**src/rtl/serial_subtractor_if.sv**
```systemverilog
// Handshake/operand bundle for serial_subtractor.
// The ovf signal exists only when SUB_OVF_EN is defined.
interface serial_subtractor_if #(
    parameter int WIDTH = 4
);
    logic             start;
    logic [WIDTH-1:0] a;
    logic [WIDTH-1:0] b;
    logic             b_in;
    logic             busy;
    logic             done;
    logic [WIDTH:0]   diff;
`ifdef SUB_OVF_EN
    logic             ovf;

    modport master (
        output start, a, b, b_in,
        input  busy, done, diff, ovf
    );
    modport slave (
        input  start, a, b, b_in,
        output busy, done, diff, ovf
    );
`else
    modport master (
        output start, a, b, b_in,
        input  busy, done, diff
    );
    modport slave (
        input  start, a, b, b_in,
        output busy, done, diff
    );
`endif
endinterface

```
**src/rtl/serial_subtractor.sv**
```systemverilog
// Bit-serial a - b - b_in, LSB first. The result is {borrow_out, difference}.
// Define SUB_OVF_EN to add a registered two's-complement overflow flag (bus.ovf).
module serial_subtractor #(
    parameter int WIDTH = 4
) (
    input  logic                 clk,
    input  logic                 rst,
    serial_subtractor_if.slave   bus
);
    localparam int CW = (WIDTH > 2) ? $clog2(WIDTH) : 1;

    typedef enum logic [1:0] {
        IDLE  = 2'd0,
        SHIFT = 2'd1,
        DONE  = 2'd2
    } state_t;

    state_t           state_q;
    logic [WIDTH-1:0] a_q;
    logic [WIDTH-1:0] b_q;
    logic [WIDTH-2:0] res_q;
    logic             br_q;
    logic [CW-1:0]    cnt_q;
    logic [WIDTH:0]   diff_q;
    logic             busy_q;
    logic             done_q;

    logic             bit_diff;
    logic             br_d;
    logic [WIDTH-1:0] res_d;
    logic             last_shift;

    assign bit_diff   = a_q[0] ^ b_q[0] ^ br_q;
    assign br_d       = (~a_q[0] & b_q[0]) | (~(a_q[0] ^ b_q[0]) & br_q);
    // New bit enters at the MSB; the full WIDTH-bit word is complete on the last shift.
    assign res_d      = {bit_diff, res_q};
    assign last_shift = (cnt_q == CW'(WIDTH - 1));

`ifdef SUB_OVF_EN
    logic a_msb_q;
    logic b_msb_q;
    logic ovf_q;
`endif

    always_ff @(posedge clk) begin
        if (rst) begin
            state_q <= IDLE;
            a_q     <= '0;
            b_q     <= '0;
            res_q   <= '0;
            br_q    <= 1'b0;
            cnt_q   <= '0;
            diff_q  <= '0;
            busy_q  <= 1'b0;
            done_q  <= 1'b0;
`ifdef SUB_OVF_EN
            a_msb_q <= 1'b0;
            b_msb_q <= 1'b0;
            ovf_q   <= 1'b0;
`endif
        end else begin
            case (state_q)
                IDLE: begin
                    done_q <= 1'b0;
                    if (bus.start) begin
                        a_q     <= bus.a;
                        b_q     <= bus.b;
                        br_q    <= bus.b_in;
                        res_q   <= '0;
                        cnt_q   <= '0;
                        busy_q  <= 1'b1;
                        state_q <= SHIFT;
`ifdef SUB_OVF_EN
                        // Sign bits are shifted out of a_q/b_q, so keep them separately.
                        a_msb_q <= bus.a[WIDTH-1];
                        b_msb_q <= bus.b[WIDTH-1];
`endif
                    end
                end
                SHIFT: begin
                    a_q   <= a_q >> 1;
                    b_q   <= b_q >> 1;
                    br_q  <= br_d;
                    res_q <= res_d[WIDTH-1:1];
                    cnt_q <= cnt_q + 1'b1;
                    if (last_shift) begin
                        diff_q  <= {br_d, res_d};
                        busy_q  <= 1'b0;
                        done_q  <= 1'b1;
                        state_q <= DONE;
`ifdef SUB_OVF_EN
                        ovf_q   <= (a_msb_q != b_msb_q) && (bit_diff != a_msb_q);
`endif
                    end
                end
                DONE: begin
                    done_q  <= 1'b0;
                    state_q <= IDLE;
                end
                default: begin
                    busy_q  <= 1'b0;
                    done_q  <= 1'b0;
                    state_q <= IDLE;
                end
            endcase
        end
    end

    assign bus.busy = busy_q;
    assign bus.done = done_q;
    assign bus.diff = diff_q;
`ifdef SUB_OVF_EN
    assign bus.ovf  = ovf_q;
`endif

endmodule
```
**src/flat_wrapper.sv**
```systemverilog
// flat-port wrapper written by rule: the top's interface ports become plain ports
module serial_subtractor_flat 
#(
    parameter int WIDTH = 4
)
  (clk, rst, bus_start, bus_a, bus_b, bus_b_in, bus_busy, bus_done, bus_diff);
  serial_subtractor_if #(.WIDTH(WIDTH)) bus_i ();
  input  logic clk;
  input  logic rst;
  input wire logic [$bits(bus_i.start)-1:0] bus_start;
  input wire logic [$bits(bus_i.a)-1:0] bus_a;
  input wire logic [$bits(bus_i.b)-1:0] bus_b;
  input wire logic [$bits(bus_i.b_in)-1:0] bus_b_in;
  output wire logic [$bits(bus_i.busy)-1:0] bus_busy;
  output wire logic [$bits(bus_i.done)-1:0] bus_done;
  output wire logic [$bits(bus_i.diff)-1:0] bus_diff;
  assign bus_i.start = bus_start;
  assign bus_i.a = bus_a;
  assign bus_i.b = bus_b;
  assign bus_i.b_in = bus_b_in;
  assign bus_busy = bus_i.busy;
  assign bus_done = bus_i.done;
  assign bus_diff = bus_i.diff;
  serial_subtractor #(.WIDTH(WIDTH)) u_core (.clk(clk), .rst(rst), .bus(bus_i));
endmodule
```
**config.mk**
```make
export PLATFORM = sky130hd
export DESIGN_NAME = serial_subtractor_flat
export DESIGN_NICKNAME = d
export VERILOG_FILES = /design/src/rtl/serial_subtractor_if.sv /design/src/rtl/serial_subtractor.sv /design/src/flat_wrapper.sv
export SDC_FILE = /design/constraint.sdc
export NUM_CORES = 1
export LEC_CHECK = 0
export ABC_AREA = 1
export CAP_MARGIN = 10
export CORE_MARGIN = 4
export CORE_UTILIZATION = 39
export CTS_CLUSTER_DIAMETER = 60
export DETAILED_ROUTE_END_ITERATION = 12
export GPL_ROUTABILITY_DRIVEN = 0
export SETUP_SLACK_MARGIN = 0.3
export SLEW_MARGIN = 20
export SYNTH_ARGS = -nofsm -noshare
export SYNTH_HDL_FRONTEND = slang
export SYNTH_SLANG_ARGS = --single-unit
export TNS_END_PERCENT = 30
```
**constraint.sdc**
```tcl
create_clock -name clk -period 1.66 [get_ports clk]
set_clock_uncertainty 0.2 [all_clocks]
set_input_delay 0.166 -clock clk [delete_from_list [all_inputs] [get_ports clk]]
set_output_delay 0.166 -clock clk [all_outputs]
set_load 0.01 [all_outputs]
```
==> metrics.md, run 1 <==
| Metric | Value |
|---|---|
| Result of the run | `finished, final reports clean` |
| Reported leakage power | `0.6591 nW` |
| Longest Clk Path Bufs | `2` |
| F_max | `701.4 MHz` |
| Fin crit share | `0.8589` |
| Violation count after the first detailed-routing iteration | `37` |
| #FFs+latches synth | `23` |
| Setup Total Neg Slack | `0 ns` |
| Insertion delay to the later sink of the worst-skew pair | `0.32 ns` |
| Leading register cell type out of synthesis | `dfxtp_1` |
| Startpoint of the worst register-to-register path | `u_core.b_q[0]$_SDFFE_PP0P_` |
| R2R depth | `4` |
| Clock tree root buffer cell | `clkbuf_4` |
| Max-cap violations | `0` |
| Core Rows | `18` |
| Global-route wire length before repair | `3.470 mm` |
| CP max stage cell | `fa_1` |
| Count of antenna diodes in the layout | `0` |
| Clock tree from TritonCTS | `yes` |
| Syn Std Cell Area | `0.001033 sq mm` |
| Number of buffers added by the clock tree synthesis step | `3` |
| Synthesis Warnings | `0` |
| Critical Path Max Stage Delay | `0.56 ns` |
| Routed wirelength normalized by instance count | `9.932 um` |
| VDD IR-drop max | `498.8 uV` |
| Hold violation total from the final report | `0` |
| Final core utilization | `0.5125` |
| Power Density | `800.6 mW/mm^2` |
| Antenna violations before repair | `0` |
| Max FO, Critical Path | `2` |
| H-Tree Depth | `1` |
| Buffers & Inverters on Critical Path | `1` |
| Nets | `191` |
| Post-CTS sizing | `6` |
| Synth unique cells | `17` |
| Average cell area after synthesis | `6.711 sq um` |
| Crit Path Class | `flip-flop to flip-flop` |
| Top-Level Pins | `19` |
| Least-Margin Pin Slew | `0.2109 ns` |
| Min-Delay Startpoint | `bus_b[3]` |
| CP Launch Type | `flip-flop` |
| Most used cells in the layout excluding fill and tap cells | `nand2_1, nor2_1, dfxtp_1` |
| Worst R2R Setup Slack | `0.23 ns` |
| FILL cells | `277` |
| Instance count of the mapped netlist | `154` |
| Number of enable flip-flop cells after synthesis | `0` |
| CTS sink count | `23` |
| Remaining antenna violation count after routing | `0` |
| Final Cell Area | `0.001281 sq mm` |
| Hold Path Sink | `u_core.b_q[3]$_SDFFE_PP0P_` |
| Critical path required time | `1.71 ns` |
| Sort of element at the end of the critical path | `flip-flop` |
| Maximum number of pins on one net before global-route repair | `15` |
| Net count of the mapped netlist | `168` |
| Detailed Routing Iterations Pass 1 | `4` |
| Die area | `0.003537 sq mm` |
| Arrival time reported for the critical path endpoint | `1.48 ns` |
| Kind of cell adding the most delay to the critical path | `adder cells` |
| CTS Hold Bufs | `0` |
| Final critical path time including I/O delays and setup | `1.426 ns` |
| Critical R2R Capture | `u_core.res_q[2]$_SDFFE_PP0P_` |
| Max-slew violation count | `0` |
| Via/cell ratio | `4.432` |
| Post-CTS Repair Setup Buffers | `0` |
| Clock edge transition at the registers on the reported setup and hold paths | `0.14 ns` |
| DPL Wire Length | `1.520 mm` |
| Total length of routed wires | `2.046 mm` |
| Area of placed instances | `0.001250 sq mm` |
| Via count of the first global-routing pass | `855` |
| Class of the tightest hold or removal check | `input port to flip-flop` |
| Post-synthesis to final-layout area growth | `23.97%` |
| Sequential-to-total area share from yosys stat | `0.4455` |
| Leading cell type in the layout, fill and taps excluded | `nand2_1` |
| Number of I/O port buffers | `18` |
| Die span in x | `59.48 um` |
| Aggregate global-route resource usage | `0.1307` |
| CORE AREA | `0.002500 sq mm` |
| Total number of vias | `913` |
| Setup repair after global routing missed its margin | `yes` |
| Initial core utilization | `0.4134` |
| Relative slew slack | `0.8592` |
| Critical path, cell by cell | `inv_1, fa_1, nand2_1, a21oi_1` |
| Asr flop ratio synth | `0` |
| Final setup violating endpoints | `0` |
| Share of cells above drive strength 1 | `0.09659` |
| Hold Path Depth | `3` |
| # DRC | `0` |
| GRT overflow | `0` |
| Y dimension of the die | `59.48 um` |
-- cell usage after synthesis, types with 2 or more instances --
cell     count  area share
dfxtp_1     23        0.45
nand2_1     50        0.18
nand3_1      3       0.015
nor3_1       2      0.0097
nand2_2      2       0.012
inv_1       19       0.069
nor2_1      35        0.13
buf_4        3       0.022
o21ai_0      2      0.0097
a21oi_1      8       0.039
-- through the flow --
| stage | setup slack, ns | instances | total power, mW | hold slack, ns |
|---|---|---|---|---|
| CTS | 0.09004 | 206 | 1.034 | 0.2151 |
| finish | 0.2342 | 206 | 1.026 | 0.2092 |
| global placement | 0.1314 | 202 | 0.7682 | 0.2523 |
| global route | 0.1508 | 206 | 1.089 | 0.2013 |
| floorplan | 0.3421 | 154 | 0.7095 | 0.1081 |
| detailed placement | 0.04768 | 202 | 0.7716 | 0.2586 |
-- registers in the layout (all words and copies together), names as in the netlist --
name	count
u_core.b_q	4
u_core.bus.diff	5
u_core.bus.busy	1
u_core.cnt_q	2
u_core.bus.done	1
u_core.res_q	3
u_core.br_q	1
u_core.a_q	4
u_core.state_q	2
-- how the worst max path moves through the flow --
stage / start / end / slack, ns / cells after the start
after floorplan: u_core.b_q[0]$_SDFFE_PP0P_ / u_core.res_q[2]$_SDFFE_PP0P_ / 0.34 / 4
after global placement: bus_start / u_core.b_q[0]$_SDFFE_PP0P_ / 0.13 / 6
after detailed placement: bus_start / u_core.a_q[0]$_SDFFE_PP0P_ / 0.05 / 6
after CTS: u_core.bus.diff[3]$_SDFFE_PP0P_ / bus_diff[3] / 0.09 / 1
after global routing: u_core.b_q[0]$_SDFFE_PP0P_ / u_core.res_q[2]$_SDFFE_PP0P_ / 0.15 / 4
final: u_core.b_q[0]$_SDFFE_PP0P_ / u_core.res_q[2]$_SDFFE_PP0P_ / 0.23 / 4
-- cells by family (layout without fill, tap and decap cells) --
| kind of cell | count (synthesis) | after routing | synth area share |
|---|---|---|---|
| AND/OR/NAND/NOR | 93 | 93 | 0.3559 |
| buffers and inverters | 25 | 47 | 0.1102 |
| flip-flops | 23 | 23 | 0.4455 |
| AO/OA/AOI/OAI | 11 | 11 | 0.05690 |
| adder cells (fa/ha/maj) | 2 | 2 | 0.03148 |
-- where the power goes --
part | switching [mW] | leakage (nW) | internal, mW
logic | 0.0885 | 0.453 | 0.0760
registers | 0.0145 | 0.189 | 0.580
clock network | 0.177 | 0.0177 | 0.0901
-- tightest hold or removal path, delay by kind of cell --
kind                   cells  cell delay [ns]
AND/OR/NAND/NOR            1             0.08
buffers and inverters      1             0.39
AO/OA/AOI/OAI              1             0.06
-- per-layer routing --
metal,track usage,wire length (um)
met5,0,0
met4,0.06796,40
met3,0.02614,61
met2,0.2137,959
met1,0.1603,984
-- layout make-up --
type | count | area, sq um | area share
clock buffers | 3 | 22.52 | 0.01758
clock inverters | 1 | 5.005 | 0.003906
inverters | 20 | 75.07 | 0.05859
multi-input cells | 106 | 466.7 | 0.3643
flip-flops and latches | 23 | 461.7 | 0.3604
well taps | 30 | 37.54 | 0.02930
repair buffers | 23 | 212.7 | 0.1660
Note: power is estimated with default switching activity, not from simulation.
==> inputs of run 2 (changes only) <==
--- a/config.mk
+++ b/config.mk
@@ -7,6 +7,7 @@
 export LEC_CHECK = 0
 export ABC_AREA = 1
 export CAP_MARGIN = 10
+export CORE_ASPECT_RATIO = 1.2
 export CORE_MARGIN = 4
 export CORE_UTILIZATION = 39
 export CTS_CLUSTER_DIAMETER = 60
==> metrics.md, run 2 (synthesis gave the netlist of run 1 again) <==
| Metric | Value |
|---|---|
| CTS sink count | `23 (unchanged)` |
| Maximum number of pins on one net before global-route repair | `15 (unchanged)` |
| VDD IR-drop max | `429.8 uV (was 498.8 uV)` |
| Buffers & Inverters on Critical Path | `2 (was 1)` |
| Final Cell Area | `0.001279 sq mm (was 0.001281 sq mm)` |
| CP max stage cell | `fa_1 (unchanged)` |
| Critical path, cell by cell | `inv_1, fa_1, nand3_1, nand2_1, inv_1, nand2_1, nor2_1 (was inv_1, fa_1, nand2_1, a21oi_1)` |
| Remaining antenna violation count after routing | `0 (unchanged)` |
| Critical path required time | `1.72 ns (was 1.71 ns)` |
| Leading cell type in the layout, fill and taps excluded | `nand2_1 (unchanged)` |
| H-Tree Depth | `1 (unchanged)` |
| Least-Margin Pin Slew | `0.4471 ns (was 0.2109 ns)` |
| Y dimension of the die | `64.39 um (was 59.48 um)` |
| Sort of element at the end of the critical path | `flip-flop (unchanged)` |
| Max-cap violations | `0 (unchanged)` |
| Top-Level Pins | `19 (unchanged)` |
| CORE AREA | `0.002527 sq mm (was 0.002500 sq mm)` |
| Number of I/O port buffers | `18 (unchanged)` |
| Number of buffers added by the clock tree synthesis step | `3 (unchanged)` |
| Via/cell ratio | `4.498 (was 4.432)` |
| Kind of cell adding the most delay to the critical path | `adder cells (unchanged)` |
| Fin crit share | `0.8466 (was 0.8589)` |
| Largest register FFs | `5 (unchanged)` |
| Die area | `0.003541 sq mm (was 0.003537 sq mm)` |
| Setup Total Neg Slack | `0 ns (unchanged)` |
| Antenna violations before repair | `0 (unchanged)` |
| Initial core utilization | `0.4089 (was 0.4134)` |
| Clock edge transition at the registers on the reported setup and hold paths | `0.12 ns (was 0.14 ns)` |
| Final setup slack of the worst path | `0.2546 ns (was 0.2342 ns)` |
| Core Rows | `20 (was 18)` |
| Power consumption | `1.017 mW (was 1.026 mW)` |
| Relative slew slack | `0.7016 (was 0.8592)` |
| Setup repair after global routing missed its margin | `yes (unchanged)` |
| Most used cells in the layout excluding fill and tap cells | `nand2_1, nor2_1, dfxtp_1 (unchanged)` |
| Longest Clk Path Bufs | `2 (unchanged)` |
| GRT overflow | `0 (unchanged)` |
| Power Density | `795.2 mW/mm^2 (was 800.6 mW/mm^2)` |
| Violation count after the first detailed-routing iteration | `11 (was 37)` |
| Clock tree root buffer cell | `clkbuf_4 (unchanged)` |
| DPL Wire Length | `1.517 mm (was 1.520 mm)` |
| Post-CTS Repair Setup Buffers | `0 (unchanged)` |
| Clock tree from TritonCTS | `yes (unchanged)` |
| Arrival time reported for the critical path endpoint | `1.46 ns (was 1.48 ns)` |
| Routed wirelength normalized by instance count | `9.647 um (was 9.932 um)` |
| Via count of the first global-routing pass | `886 (was 855)` |
| Total number of vias | `931 (was 913)` |
| Insertion delay to the later sink of the worst-skew pair | `0.31 ns (was 0.32 ns)` |
| Class of the tightest hold or removal check | `input port to flip-flop (unchanged)` |
| Detailed Routing Iterations Pass 1 | `3 (was 4)` |
| Pre-CTS setup slack | `0.06319 ns (was 0.04768 ns)` |
| Hold violation total from the final report | `0 (unchanged)` |
| Final critical path time including I/O delays and setup | `1.405 ns (was 1.426 ns)` |
| Share of cells above drive strength 1 | `0.07471 (was 0.09659)` |
| Count of antenna diodes in the layout | `0 (unchanged)` |
| CTS Hold Bufs | `0 (unchanged)` |
| Result of the run | `finished, final reports clean (unchanged)` |
| Max FO, Critical Path | `2 (unchanged)` |
| Area of placed instances | `0.001251 sq mm (was 0.001250 sq mm)` |
| Aggregate global-route resource usage | `0.1319 (was 0.1307)` |
| CP Launch Type | `flip-flop (unchanged)` |
| Crit Path Class | `flip-flop to flip-flop (unchanged)` |
| Total length of routed wires | `1.997 mm (was 2.046 mm)` |
| Post-CTS sizing | `6 (unchanged)` |
| Global-route wire length before repair | `3.491 mm (was 3.470 mm)` |
| Post-synthesis to final-layout area growth | `23.73% (was 23.97%)` |
| Nets | `189 (was 191)` |
| Die span in x | `54.99 um (was 59.48 um)` |
| Max-slew violation count | `0 (unchanged)` |
| F_max | `711.5 MHz (was 701.4 MHz)` |
| Critical Path Max Stage Delay | `0.45 ns (was 0.56 ns)` |
| Final setup violating endpoints | `0 (unchanged)` |
| Reported leakage power | `0.6507 nW (was 0.6591 nW)` |
| # DRC | `0 (unchanged)` |
run 2: cell types whose count changed in the layout (fill, tap and decap cells not counted):
cell | previous run | this run
buf_4 | 5 | 2
buf_12 | 0 | 1
nand2_2 | 2 | 1
nand2_1 | 49 | 50
clkbuf_1 | 0 | 1
clkinv_2 | 1 | 0
run 2: stage by stage:
| step | hold slack (ns) | util | instances |
|---|---|---|---|
| 2_1_floorplan | 0.1081 | - | 154 |
| 3_3_place_gp | 0.2490 | 0.4951 | 203 |
| 3_5_place_dp | 0.2524 | 0.4951 | 203 |
| 4_1_cts | 0.2233 | 0.5025 | 207 |
| 5_1_grt | 0.2244 | 0.5059 | 207 |
| 6_report | 0.2298 | 0.5059 | 207 |
run 2: report_power, final:
group	switching (mW)	internal (mW)
combinational	0.0869	0.0762
clock	0.166	0.0938
sequential	0.0143	0.580
run 2: per-layer routing:
layer  vias to the layer above  GRT usage  part of all wire
li1                        502          -                 -
met1                       409     0.1466              0.46
met2                        16     0.2308              0.48
met3                         4    0.02098             0.044
met4                         0    0.06383             0.016
met5                         -          0                 0
run 2: worst paths after layout:
check,from,endpoint,slack (ns),cells past startpoint
max,u_core.b_q[0]$_SDFFE_PP0P_,u_core.br_q$_SDFFE_PP0P_,0.25,7
min,bus_a[3],u_core.a_q[3]$_SDFFE_PP0P_,0.23,3
max reg2reg,u_core.b_q[0]$_SDFFE_PP0P_,u_core.br_q$_SDFFE_PP0P_,0.25,7
min reg2reg,u_core.b_q[3]$_SDFFE_PP0P_,u_core.b_q[3]$_SDFFE_PP0P_,0.27,2
run 2: layout make-up:
class,instances,area (sq um)
Fill cell,265,1249
Tap cell,33,41.29
Inverter,20,75.07
Multi-Input combinational cell,106,464.2
Timing Repair Buffer,21,210.2
Sequential cell,23,461.7
Clock buffer,4,26.28
run 2: worst register-to-register path, delay by kind of cell (launching register included):
kind,cells,cell delay (ns)
simple gates,4,0.26
flops,1,0.33
buf+inv,2,0.12
fa+ha+maj,1,0.45
==> inputs of run 3 (changes only) <==
==> constraint.sdc (replaced) <==
create_clock -name clk -period 1.5 [get_ports clk]
set_clock_uncertainty 0.2 [all_clocks]
set_input_delay 0.15 -clock clk [delete_from_list [all_inputs] [get_ports clk]]
set_output_delay 0.15 -clock clk [all_outputs]
set_load 0.01 [all_outputs]
==> metrics.md, run 3 (synthesis gave the netlist of run 1 again) <==
| Metric | Value |
|---|---|
| Result of the run | `finished, final reports clean (unchanged)` |
| # DRC | `0 (unchanged)` |
| Switching share of total power | `0.2650 (was 0.2626)` |
| Aggregate global-route resource usage | `0.1357 (was 0.1319)` |
| Class of the tightest hold or removal check | `input port to flip-flop (unchanged)` |
| Initial core utilization | `0.4089 (unchanged)` |
| CTS sink count | `23 (unchanged)` |
| Total length of routed wires | `2.069 mm (was 1.997 mm)` |
| Antenna violations before repair | `0 (unchanged)` |
| CORE AREA | `0.002527 sq mm (unchanged)` |
| GRT overflow | `0 (unchanged)` |
| Critical Path Max Stage Delay | `0.58 ns (was 0.45 ns)` |
| CP Launch Type | `flip-flop (unchanged)` |
| Die span in x | `54.99 um (unchanged)` |
| Critical path required time | `1.55 ns (was 1.72 ns)` |
| Final critical path time including I/O delays and setup | `1.363 ns (was 1.405 ns)` |
| Post-Layout Cell Count | `213 (was 207)` |
| Nets | `195 (was 189)` |
| Insertion delay to the later sink of the worst-skew pair | `0.31 ns (about the same)` |
| H-Tree Depth | `1 (unchanged)` |
| Via/cell ratio | `4.380 (was 4.498)` |
| Setup Total Neg Slack | `0 ns (unchanged)` |
| Y dimension of the die | `64.39 um (unchanged)` |
| Placed instance count | `209 (was 203)` |
| VDD IR-drop max | `572.2 uV (was 429.8 uV)` |
| Maximum number of pins on one net before global-route repair | `13 (was 15)` |
| Share of cells above drive strength 1 | `0.2222 (was 0.07471)` |
| Reported leakage power | `0.6583 nW (was 0.6507 nW)` |
| CP max stage cell | `fa_2 (was fa_1)` |
| Post-Route Hold Slack | `0.2206 ns (was 0.2298 ns)` |
| Most used cells in the layout excluding fill and tap cells | `nand2_1, nor2_1, inv_1 (was nand2_1, nor2_1, dfxtp_1)` |
| Via count of the first global-routing pass | `887 (was 886)` |
| Count of antenna diodes in the layout | `0 (unchanged)` |
| Global-route wire length before repair | `3.525 mm (was 3.491 mm)` |
| Routed wirelength normalized by instance count | `9.714 um (was 9.647 um)` |
| Post-synthesis to final-layout area growth | `29.06% (was 23.73%)` |
| Final setup violating endpoints | `0 (unchanged)` |
| Clock tree from TritonCTS | `yes (unchanged)` |
| Fraction of power consumed by sequential logic | `0.578 (was 0.584)` |
| Hold violation total from the final report | `0 (unchanged)` |
| Total number of vias | `933 (was 931)` |
| P_sw | `0.3040 mW (was 0.2670 mW)` |
| Core Rows | `20 (unchanged)` |
| Leading cell type in the layout, fill and taps excluded | `nand2_1 (unchanged)` |
| Critical path, cell by cell | `inv_2, fa_2, nand2_2, a21oi_2 (was inv_1, fa_1, nand3_1, nand2_1, inv_1, nand2_1, nor2_1)` |
| Max-slew violation count | `0 (unchanged)` |
| Arrival time reported for the critical path endpoint | `1.42 ns (was 1.46 ns)` |
| Detailed Routing Iterations Pass 1 | `3 (unchanged)` |
| Clock edge transition at the registers on the reported setup and hold paths | `0.13 ns (was 0.12 ns)` |
| Clock tree root buffer cell | `clkbuf_4 (unchanged)` |
| Sort of element at the end of the critical path | `flip-flop (unchanged)` |
| Longest Clk Path Bufs | `2 (unchanged)` |
| Fin crit share | `0.9085 (was 0.8466)` |
| Die area | `0.003541 sq mm (unchanged)` |
| Pre-CTS setup slack | `-0.03593 ns (was 0.06319 ns)` |
| DPL Wire Length | `1.554 mm (was 1.517 mm)` |
| Setup repair after global routing missed its margin | `yes (unchanged)` |
| Number of I/O port buffers | `18 (unchanged)` |
| Least-Margin Pin Slew | `0.2174 ns (was 0.4471 ns)` |
| Power Density | `860.0 mW/mm^2 (was 795.2 mW/mm^2)` |
| Internal power contribution | `0.8430 mW (was 0.7498 mW)` |
| Largest register FFs | `5 (unchanged)` |
| Max FO, Critical Path | `2 (unchanged)` |
| Violation count after the first detailed-routing iteration | `7 (was 11)` |
| Final setup slack of the worst path | `0.1372 ns (was 0.2546 ns)` |
| Buffers & Inverters on Critical Path | `1 (was 2)` |
| Remaining antenna violation count after routing | `0 (unchanged)` |
| Number of buffers added by the clock tree synthesis step | `3 (unchanged)` |
| Top-Level Pins | `19 (unchanged)` |
| Share of total power in the clock network | `0.249 (was 0.255)` |
| Relative slew slack | `0.8551 (was 0.7016)` |
| Kind of cell adding the most delay to the critical path | `adder cells (unchanged)` |
| CTS Hold Bufs | `0 (unchanged)` |
| Crit Path Class | `flip-flop to flip-flop (unchanged)` |
| Part of the power in combinational logic | `0.174 (was 0.160)` |
| Max-cap violations | `0 (unchanged)` |
| F_max | `733.8 MHz (was 711.5 MHz)` |
==> run 3: cell count changes in the layout (fill, tap and decap cells not counted), sizes merged <==
cell | before | now
buf | 3 | 14
dlygate4sd2 | 6 | 2
dlymetal6s2s | 1 | 0
==> run 3: worst register-to-register path, cell delays in order, from the launching register on <==
cell and delay, ns:
dfxtp_2 0.34, inv_2 0.04, fa_2 0.58, nand2_2 0.05, a21oi_2 0.09
==> run 3: metrics by stage <==
step	area, sq um	util	total power [mW]
detailed placement	1286	0.5089	0.8639
finish	1334	0.5277	1.147
CTS	1292	0.5114	1.153
global placement	1286	0.5089	0.8601
global route	1334	0.5277	1.221
floorplan	1036	-	0.7870
==> run 3: final cells by class <==
class / instances / area [sq um]
inverters: 20 / 77.57
well taps: 33 / 41.29
flip-flops and latches: 23 / 471.7
multi-input cells: 106 / 496.7
clock buffers: 4 / 26.28
fillers: 275 / 1194
repair buffers: 27 / 220.2
==> run 3: power groups by stage <==
stage	sequential [mW]	clock [mW]	combinational (mW)
finish	0.662	0.286	0.199
global route	0.666	0.326	0.229
CTS	0.660	0.303	0.189
detailed placement	0.673	0	0.191
global placement	0.672	0	0.188
floorplan	0.671	0	0.116
==> run 3: worst paths after layout <==
check                        startpoint                      endpoint  slack (ns)  cells past startpoint
max            u_core.br_q$_SDFFE_PP0P_  u_core.res_q[2]$_SDFFE_PP0P_        0.14                      4
min                            bus_b[3]    u_core.b_q[3]$_SDFFE_PP0P_        0.22                      3
max reg2reg    u_core.br_q$_SDFFE_PP0P_  u_core.res_q[2]$_SDFFE_PP0P_        0.14                      4
min reg2reg  u_core.b_q[3]$_SDFFE_PP0P_    u_core.b_q[3]$_SDFFE_PP0P_        0.27                      2
==> run 3: layer usage <==
layer  routed length [um]  up-vias  track usage
li1                     -      507            -
met1                  942      408       0.1544
met2                 1014       16       0.2352
met3                   93        2      0.02098
met4                   18        0      0.06383
met5                    0        -            0
==> run 3: what timing repair did <==
action | 4_1_cts | 5_1_grt
pin swaps | 1 | 3
setup endpoints to repair | 20 | 24
gates resized for setup | 29 | 12
buffers inserted | 0 | 0
